### src/rtl/startup_ctrl_pkg.sv
// startup_ctrl_pkg: sequencer state encoding and counter-width helper shared by the
// STARTUPE2 sequencer and its CCLK generator.
package startup_ctrl_pkg;

   typedef enum logic [2:0] {
      WAIT_EOS,
      RST_HOLD,
      DUMMY,
      RUN,
      PROG_PEND,
      PROG_ACK
   } state_t;

   function automatic int cnt_w(input int n);
      return (n < 1) ? 1 : $clog2(n + 1);
   endfunction

endpackage

### src/rtl/startup_cclk_gen.sv
// startup_cclk_gen: USRCCLKO divider with enable gating, edge strobes and a saturating
// falling-edge counter; idles low whenever not running or forced low.
module startup_cclk_gen
   import startup_ctrl_pkg::*;
#(
   parameter int CCLK_HALF   = 4,
   parameter int DUMMY_CCLKS = 3
) (
   input  logic                          CLK,
   input  logic                          RST,
   input  logic                          i_run,
   input  logic                          i_force_low,
   input  logic                          i_en,
   output logic                          o_cclk,
   output logic                          o_rise,
   output logic                          o_fall,
   output logic                          o_fall_nxt,
   output logic [cnt_w(DUMMY_CCLKS)-1:0] o_edge_cnt
);

   localparam int DW = cnt_w(CCLK_HALF);
   localparam int EW = cnt_w(DUMMY_CCLKS);
   localparam logic [DW-1:0] DIV_LAST = DW'(CCLK_HALF - 1);
   localparam logic [EW-1:0] EDGE_MAX = EW'(DUMMY_CCLKS);

   logic [DW-1:0] r_div;
   logic [EW-1:0] r_edge_cnt;
   logic          r_cclk;
   logic          r_rise;
   logic          r_fall;
   logic          w_active;
   logic          w_count;
   logic          w_toggle;

   assign w_active   = i_run && !i_force_low;
   // a high phase always runs to completion; a low phase only advances while enabled
   assign w_count    = w_active && (r_cclk || i_en);
   assign w_toggle   = w_count && (r_div == DIV_LAST);
   assign o_fall_nxt = w_toggle && r_cclk;

   always_ff @(posedge CLK) begin
      if (RST || !w_active) begin
         r_cclk     <= 1'b0;
         r_div      <= '0;
         r_rise     <= 1'b0;
         r_fall     <= 1'b0;
         r_edge_cnt <= '0;
      end else begin
         r_cclk <= r_cclk ^ w_toggle;
         r_div  <= (!w_count || w_toggle) ? '0 : r_div + 1'b1;
         r_rise <= w_toggle && !r_cclk;
         r_fall <= o_fall_nxt;
         if (o_fall_nxt && r_edge_cnt != EDGE_MAX)
            r_edge_cnt <= r_edge_cnt + 1'b1;
      end
   end

   assign o_cclk     = r_cclk;
   assign o_rise     = r_rise;
   assign o_fall     = r_fall;
   assign o_edge_cnt = r_edge_cnt;

endmodule

### src/rtl/startup_seq_ctrl.sv
// startup_seq_ctrl: STARTUPE2 post-configuration sequencer (EOS wait, reset hold, dummy CCLKs,
// CCLK handoff, PREQ/PACK). Define STARTUP_PACK_TIMEOUT_EN for the PROG_PEND auto-ack timeout.
module startup_seq_ctrl
   import startup_ctrl_pkg::*;
#(
   parameter int SYNC_STAGES     = 2,
   parameter int RST_HOLD_CYCLES = 16,
   parameter int CCLK_HALF       = 4,
   parameter int DUMMY_CCLKS     = 3
`ifdef STARTUP_PACK_TIMEOUT_EN
  ,parameter int PACK_TIMEOUT    = 1024
`endif
) (
   input  logic CLK,
   input  logic RST,
   input  logic eos_i,
   input  logic preq_i,
   output logic pack_o,
   output logic usrcclko_o,
   output logic usrcclkts_o,
   output logic usr_rst_o,
   output logic ready_o,
   input  logic cclk_en_i,
   output logic cclk_rise_o,
   output logic cclk_fall_o,
   output logic prog_pend_o,
   input  logic prog_ok_i
);

   localparam int HW = cnt_w(RST_HOLD_CYCLES);
   localparam int EW = cnt_w(DUMMY_CCLKS);
   localparam logic [HW-1:0] HOLD_LAST = HW'(RST_HOLD_CYCLES - 1);
   localparam logic [EW-1:0] EDGE_LAST = EW'(DUMMY_CCLKS - 1);

   state_t                 r_state;
   state_t                 w_state_nxt;
   logic [SYNC_STAGES-1:0] r_eos_sync;
   logic [SYNC_STAGES-1:0] r_preq_sync;
   logic [HW-1:0]          r_hold;
   logic                   r_strb_ok;
   logic [EW-1:0]          w_edge_cnt;
   logic                   w_eos_s;
   logic                   w_preq_s;
   logic                   w_drive;
   logic                   w_svc;
   logic                   w_cclk;
   logic                   w_rise;
   logic                   w_fall;
   logic                   w_fall_nxt;
   logic                   w_to_hit;

   always_ff @(posedge CLK) begin
      if (RST) begin
         r_eos_sync  <= '0;
         r_preq_sync <= '0;
      end else begin
         r_eos_sync  <= {r_eos_sync[SYNC_STAGES-2:0], eos_i};
         r_preq_sync <= {r_preq_sync[SYNC_STAGES-2:0], preq_i};
      end
   end

   assign w_eos_s  = r_eos_sync[SYNC_STAGES-1];
   assign w_preq_s = r_preq_sync[SYNC_STAGES-1];
   assign w_drive  = (r_state == DUMMY) || (r_state == RUN) || (r_state == PROG_PEND);
   assign w_svc    = (r_state == RUN) || (r_state == PROG_PEND);

   always_ff @(posedge CLK) begin
      r_state   <= RST ? WAIT_EOS : w_state_nxt;
      r_hold    <= (RST || r_state != RST_HOLD) ? '0 : r_hold + 1'b1;
      r_strb_ok <= !RST && w_svc;
   end

`ifdef STARTUP_PACK_TIMEOUT_EN
   localparam int TW = cnt_w(PACK_TIMEOUT);
   localparam logic [TW-1:0] TO_LAST = TW'(PACK_TIMEOUT - 1);

   logic [TW-1:0] r_to;

   always_ff @(posedge CLK) begin
      if (RST || r_state != PROG_PEND)
         r_to <= '0;
      else if (!w_to_hit)
         r_to <= r_to + 1'b1;
   end

   assign w_to_hit = (r_state == PROG_PEND) && (r_to == TO_LAST);
`else
   assign w_to_hit = 1'b0;
`endif

   // losing EOS outranks every other transition; preq_s falling outranks prog_ok_i
   always_comb begin
      w_state_nxt = r_state;
      pack_o      = 1'b0;
      usr_rst_o   = 1'b1;
      usrcclkts_o = 1'b1;
      ready_o     = 1'b0;
      prog_pend_o = 1'b0;
      case (r_state)
         WAIT_EOS: w_state_nxt = w_eos_s ? RST_HOLD : WAIT_EOS;
         RST_HOLD: w_state_nxt = !w_eos_s ? WAIT_EOS : (r_hold == HOLD_LAST) ? DUMMY : RST_HOLD;
         DUMMY: begin
            usrcclkts_o = 1'b0;
            w_state_nxt = !w_eos_s ? WAIT_EOS :
                          (w_fall_nxt && w_edge_cnt == EDGE_LAST) ? RUN : DUMMY;
         end
         RUN: begin
            usr_rst_o   = 1'b0;
            usrcclkts_o = 1'b0;
            ready_o     = 1'b1;
            w_state_nxt = !w_eos_s ? WAIT_EOS : w_preq_s ? PROG_PEND : RUN;
         end
         PROG_PEND: begin
            usr_rst_o   = 1'b0;
            usrcclkts_o = 1'b0;
            ready_o     = 1'b1;
            prog_pend_o = 1'b1;
            w_state_nxt = !w_eos_s ? WAIT_EOS : !w_preq_s ? RUN :
                          (prog_ok_i || w_to_hit) ? PROG_ACK : PROG_PEND;
         end
         PROG_ACK: begin
            usr_rst_o = 1'b0;
            pack_o    = 1'b1;
         end
         default: w_state_nxt = WAIT_EOS;
      endcase
   end

   startup_cclk_gen #(
      .CCLK_HALF   (CCLK_HALF),
      .DUMMY_CCLKS (DUMMY_CCLKS)
   ) u_cclk (
      .CLK         (CLK),
      .RST         (RST),
      .i_run       (w_drive),
      .i_force_low (r_state == PROG_ACK),
      .i_en        ((r_state == DUMMY) || cclk_en_i),
      .o_cclk      (w_cclk),
      .o_rise      (w_rise),
      .o_fall      (w_fall),
      .o_fall_nxt  (w_fall_nxt),
      .o_edge_cnt  (w_edge_cnt)
   );

   // the generator lags a state change by one edge, so gate its outputs with the live state
   assign usrcclko_o  = w_cclk && w_drive;
   assign cclk_rise_o = w_rise && r_strb_ok && w_svc;
   assign cclk_fall_o = w_fall && r_strb_ok && w_svc;

endmodule

### config.mk
export PLATFORM = sky130hd
export DESIGN_NAME = startup_seq_ctrl
export DESIGN_NICKNAME = d
export VERILOG_FILES = /design/src/rtl/startup_ctrl_pkg.sv /design/src/rtl/startup_cclk_gen.sv /design/src/rtl/startup_seq_ctrl.sv
export SDC_FILE = /design/constraint.sdc
export NUM_CORES = 1
export LEC_CHECK = 0
export BUFFER_PORTS_ARGS = -buffer_cell sky130_fd_sc_hd__buf_4
export CAP_MARGIN = 15
export CORE_UTILIZATION = 53
export DETAILED_ROUTE_END_ITERATION = 12
export GPL_ROUTABILITY_DRIVEN = 1
export HOLD_SLACK_MARGIN = 0.03
export PLACE_DENSITY_LB_ADDON = 0.05
export SLEW_MARGIN = 20
export SYNTH_ARGS = -nofsm -noshare
export SYNTH_HDL_FRONTEND = slang
export SYNTH_SLANG_ARGS = --single-unit
### constraint.sdc
create_clock -name CLK -period 1.95 [get_ports CLK]
set_input_delay 0.2925 -clock CLK [delete_from_list [all_inputs] [get_ports CLK]]
set_output_delay 0.2925 -clock CLK [all_outputs]
set_load 0.03 [all_outputs]
==> impl_metrics.tcl <==
set metrics [dict create \
    insertion_delay_ps 310 \
    timing.fmax_mhz 541 \
    yosys_warnings 0 \
    start_util 0.594 \
    hp-start "eos_i" \
    routed_wl_mm 1.63 \
    cts_root_buf "clkbuf_4" \
    grt_util_met3 0.0245 \
    grt_first_pass_wirelength_mm 2.81 \
    synth.yosys.seq_area_share 0.449 \
    die_area_sq_mm 0.00194 \
    met2_usage 0.324 \
    preCtsSetupSlack_ps 83.8 \
    route.detailed.drc 0 \
    clock_path_buffers 2 \
    path_depth 4 \
    status "completed" \
    viasPerCell 5.30 \
    netlist_instances 102 \
    vdd_drop_max_v 0.000519 \
    hold_violations 0 \
    required_ps 1660 \
    slowest_delay_ps 390 \
    overflow 0 \
    holdWs_ps 183 \
    io-pin-count 14 \
    antenna_left 0 \
    antenna_found_initial 0 \
    slowest_stage "dfxtp_4" \
    place.gp.congestion 0.794 \
    vias 716 \
    synth-edff-count 0 \
    crit_path_max_fanout 8 \
    htree_levels 1 \
    maxSlewViolCount 0 \
    ys_async_sr_fraction 0 \
    yosys.area_share.simple 0.252 \
    grt_pass1_vias 671 \
    final-seq-area_sq_um 428 \
    grt_start_max_net_pins 12 \
    fin_total_pwr_uw 667 \
    synth-main-ff-cell "dfxtp_1" \
    busiest_layer "met2" \
    clk_pin_slew_ps 110 \
    synth_top_family_by_area "simple AND/OR/NAND/NOR gates" \
    hold_path.class "in -> reg" \
    crit_family "simple AND/OR/NAND/NOR gates" \
    synthMuxAreaShare 0 \
    endpoint_kind "output pin" \
    synth_most_common_cell "dfxtp_1" \
    num_antenna_cells 0 \
    setup_viol 0 \
    cp.arrival_ps 1560 \
    layout.nets 134 \
    drv_cap 0 \
    fin_skew_ps 2.98 \
    multi_input_area_sq_um 479 \
    min_to "r_eos_sync[0]" \
    num_rows 14 \
    rr_endpoint "r_state[0]" \
    cts_tree "done" \
    hpwl_mm 1.21 \
    die_width_um 44.1 \
    synthTopCellsByArea "dfxtp_1 45%, ha_1 11%, nor2_1 6.8%, nor2b_1 5.3%, inv_1 3.6%" \
    syn_area_per_cell_sq_um 9.19 \
    dieHeight_um 44.1 \
    power_density_mw_per_mm2 607 \
    firstDrtPassIters 6 \
    core-area_sq_mm 0.00158 \
    min_period_ps 1850 \
    worstPathBufferInverterCount 1 \
    post-route-period-util 0.949 \
    tightest_slew_ps 253 \
    area_delta_synth_final_pct 17.4 \
    ff2ff_setup_slack_ps 160 \
    yosys-top-cells-count "21 x dfxtp_1, 17 x nor2_1, 9 x inv_1" \
    synthAdderAreaFrac 0.107 \
    r2r.worst_path.cells 8 \
    track_usage 0.202 \
    drtIter0Drc 13 \
    synth_compound_area_frac 0.119 \
    relSlewSlack 0.830 \
    power.leakage_uw 0.000470 \
    critPathLaunchType "flip-flop" \
    yosysTopAreaCell "dfxtp_1" \
    ys_ff_latch 21 \
    setup_ws_ps 100 \
    drive_gt1_frac 0.227 \
    cts_buffers 3 \
    netlist_area_sq_um 937 \
    worstPathCellList "and2b_1 -> a21o_1 -> and3_1 -> buf_4" \
    synth_xor_area_frac 0.0280 \
    synth_top_cell_area_share 0.449 \
    routedWlPerCell_um 12.1 \
    portBuffers 13 \
    cts.sinks 21 \
    rsz0062_at_grt "false" \
    fill_cells 133 \
    setup_tns_ps 0 \
    use_met1 0.249 \
    setup.worst_path.class "reg -> out" \
    syn-num-nets 116 \
    hold_path_depth 2 \
    r2r-start "r_state[2]" \
    ys_types 30 \
]
[placed cells by master (no fill, tap or decap), types with 3 or more instances in the layout]
master,count
dfxtp_1,19
nor2_1,17
buf_4,15
inv_1,9
ha_1,8
nor2b_1,6
a21oi_1,4
and3_1,3
o21ai_0,3
nand3_1,3
clkbuf_4,3
[stage by stage]
| step | instance area [sq um] | std cells | utilization |
|---|---|---|---|
| global placement | 1050 | 130 | 0.668 |
| CTS | 1080 | 134 | 0.687 |
| floorplan | 937 | 102 | - |
| finish | 1100 | 135 | 0.698 |
| detailed placement | 1050 | 130 | 0.668 |
| global route | 1100 | 135 | 0.698 |
[registers in the layout, indices dropped and copies added (netlist names)]
| name | cells |
|---|---|
| u_cclk.o_cclk | 1 |
| u_cclk.o_rise | 1 |
| u_cclk.r_div | 3 |
| u_cclk.o_fall | 1 |
| u_cclk.o_edge_cnt | 2 |
| r_preq_sync | 2 |
| r_eos_sync | 2 |
| r_state | 3 |
| r_strb_ok | 1 |
| r_hold | 5 |
[worst max path at each step]
stage	start	endpoint	slack, ps
after floorplan	r_state[2]	cclk_fall_o	90
after global placement	r_state[2]	u_cclk.o_edge_cnt[1]	160
after detailed placement	r_state[2]	u_cclk.o_edge_cnt[1]	80
after CTS	r_state[2]	cclk_rise_o	50
after global routing	r_state[2]	cclk_fall_o	10
final	r_state[2]	cclk_rise_o	100
[cells by family after synthesis]
logic type | count (synthesis)
AOI/OAI and AO/OA | 16
adders and majority gates | 8
xor gates and xnor gates | 3
buffers and inverters | 11
DFF | 21
and+or+nand+nor | 43
[layout make-up]
type | instances | share of cell area
tap | 16 | 0.0182
clock buffer | 4 | 0.0239
sequential | 21 | 0.389
multi-input combinational | 70 | 0.436
inverter | 9 | 0.0307
timing repair buffer | 15 | 0.102
[per-layer routing]
metal / routed length [um] / share of wire / up-vias
met5: 0 / 0 / -
met4: 45 / 0.028 / 0
met3: 54 / 0.033 / 5
met2: 792 / 0.49 / 14
met1: 739 / 0.45 / 328
li1: - / - / 369
[repair_timing]
item | 4_1_cts | 5_1_grt
pin swaps | 0 | 1
gates resized for setup | 2 | 4
hold buffers | 0 | 0
endpoints found under the setup margin | 2 | 5
hold endpoints to repair | 0 | 0
buffers inserted | 0 | 1
[power by group]
| part | total (uW) | internal (uW) | switching, uW | leakage, uW |
|---|---|---|---|---|
| clock network | 213 | 80.1 | 133 | 0.0000150 |
| logic | 20.2 | 11.3 | 8.81 | 0.000283 |
| registers | 434 | 431 | 2.96 | 0.000172 |
Note: power is estimated with default switching activity, not from simulation.
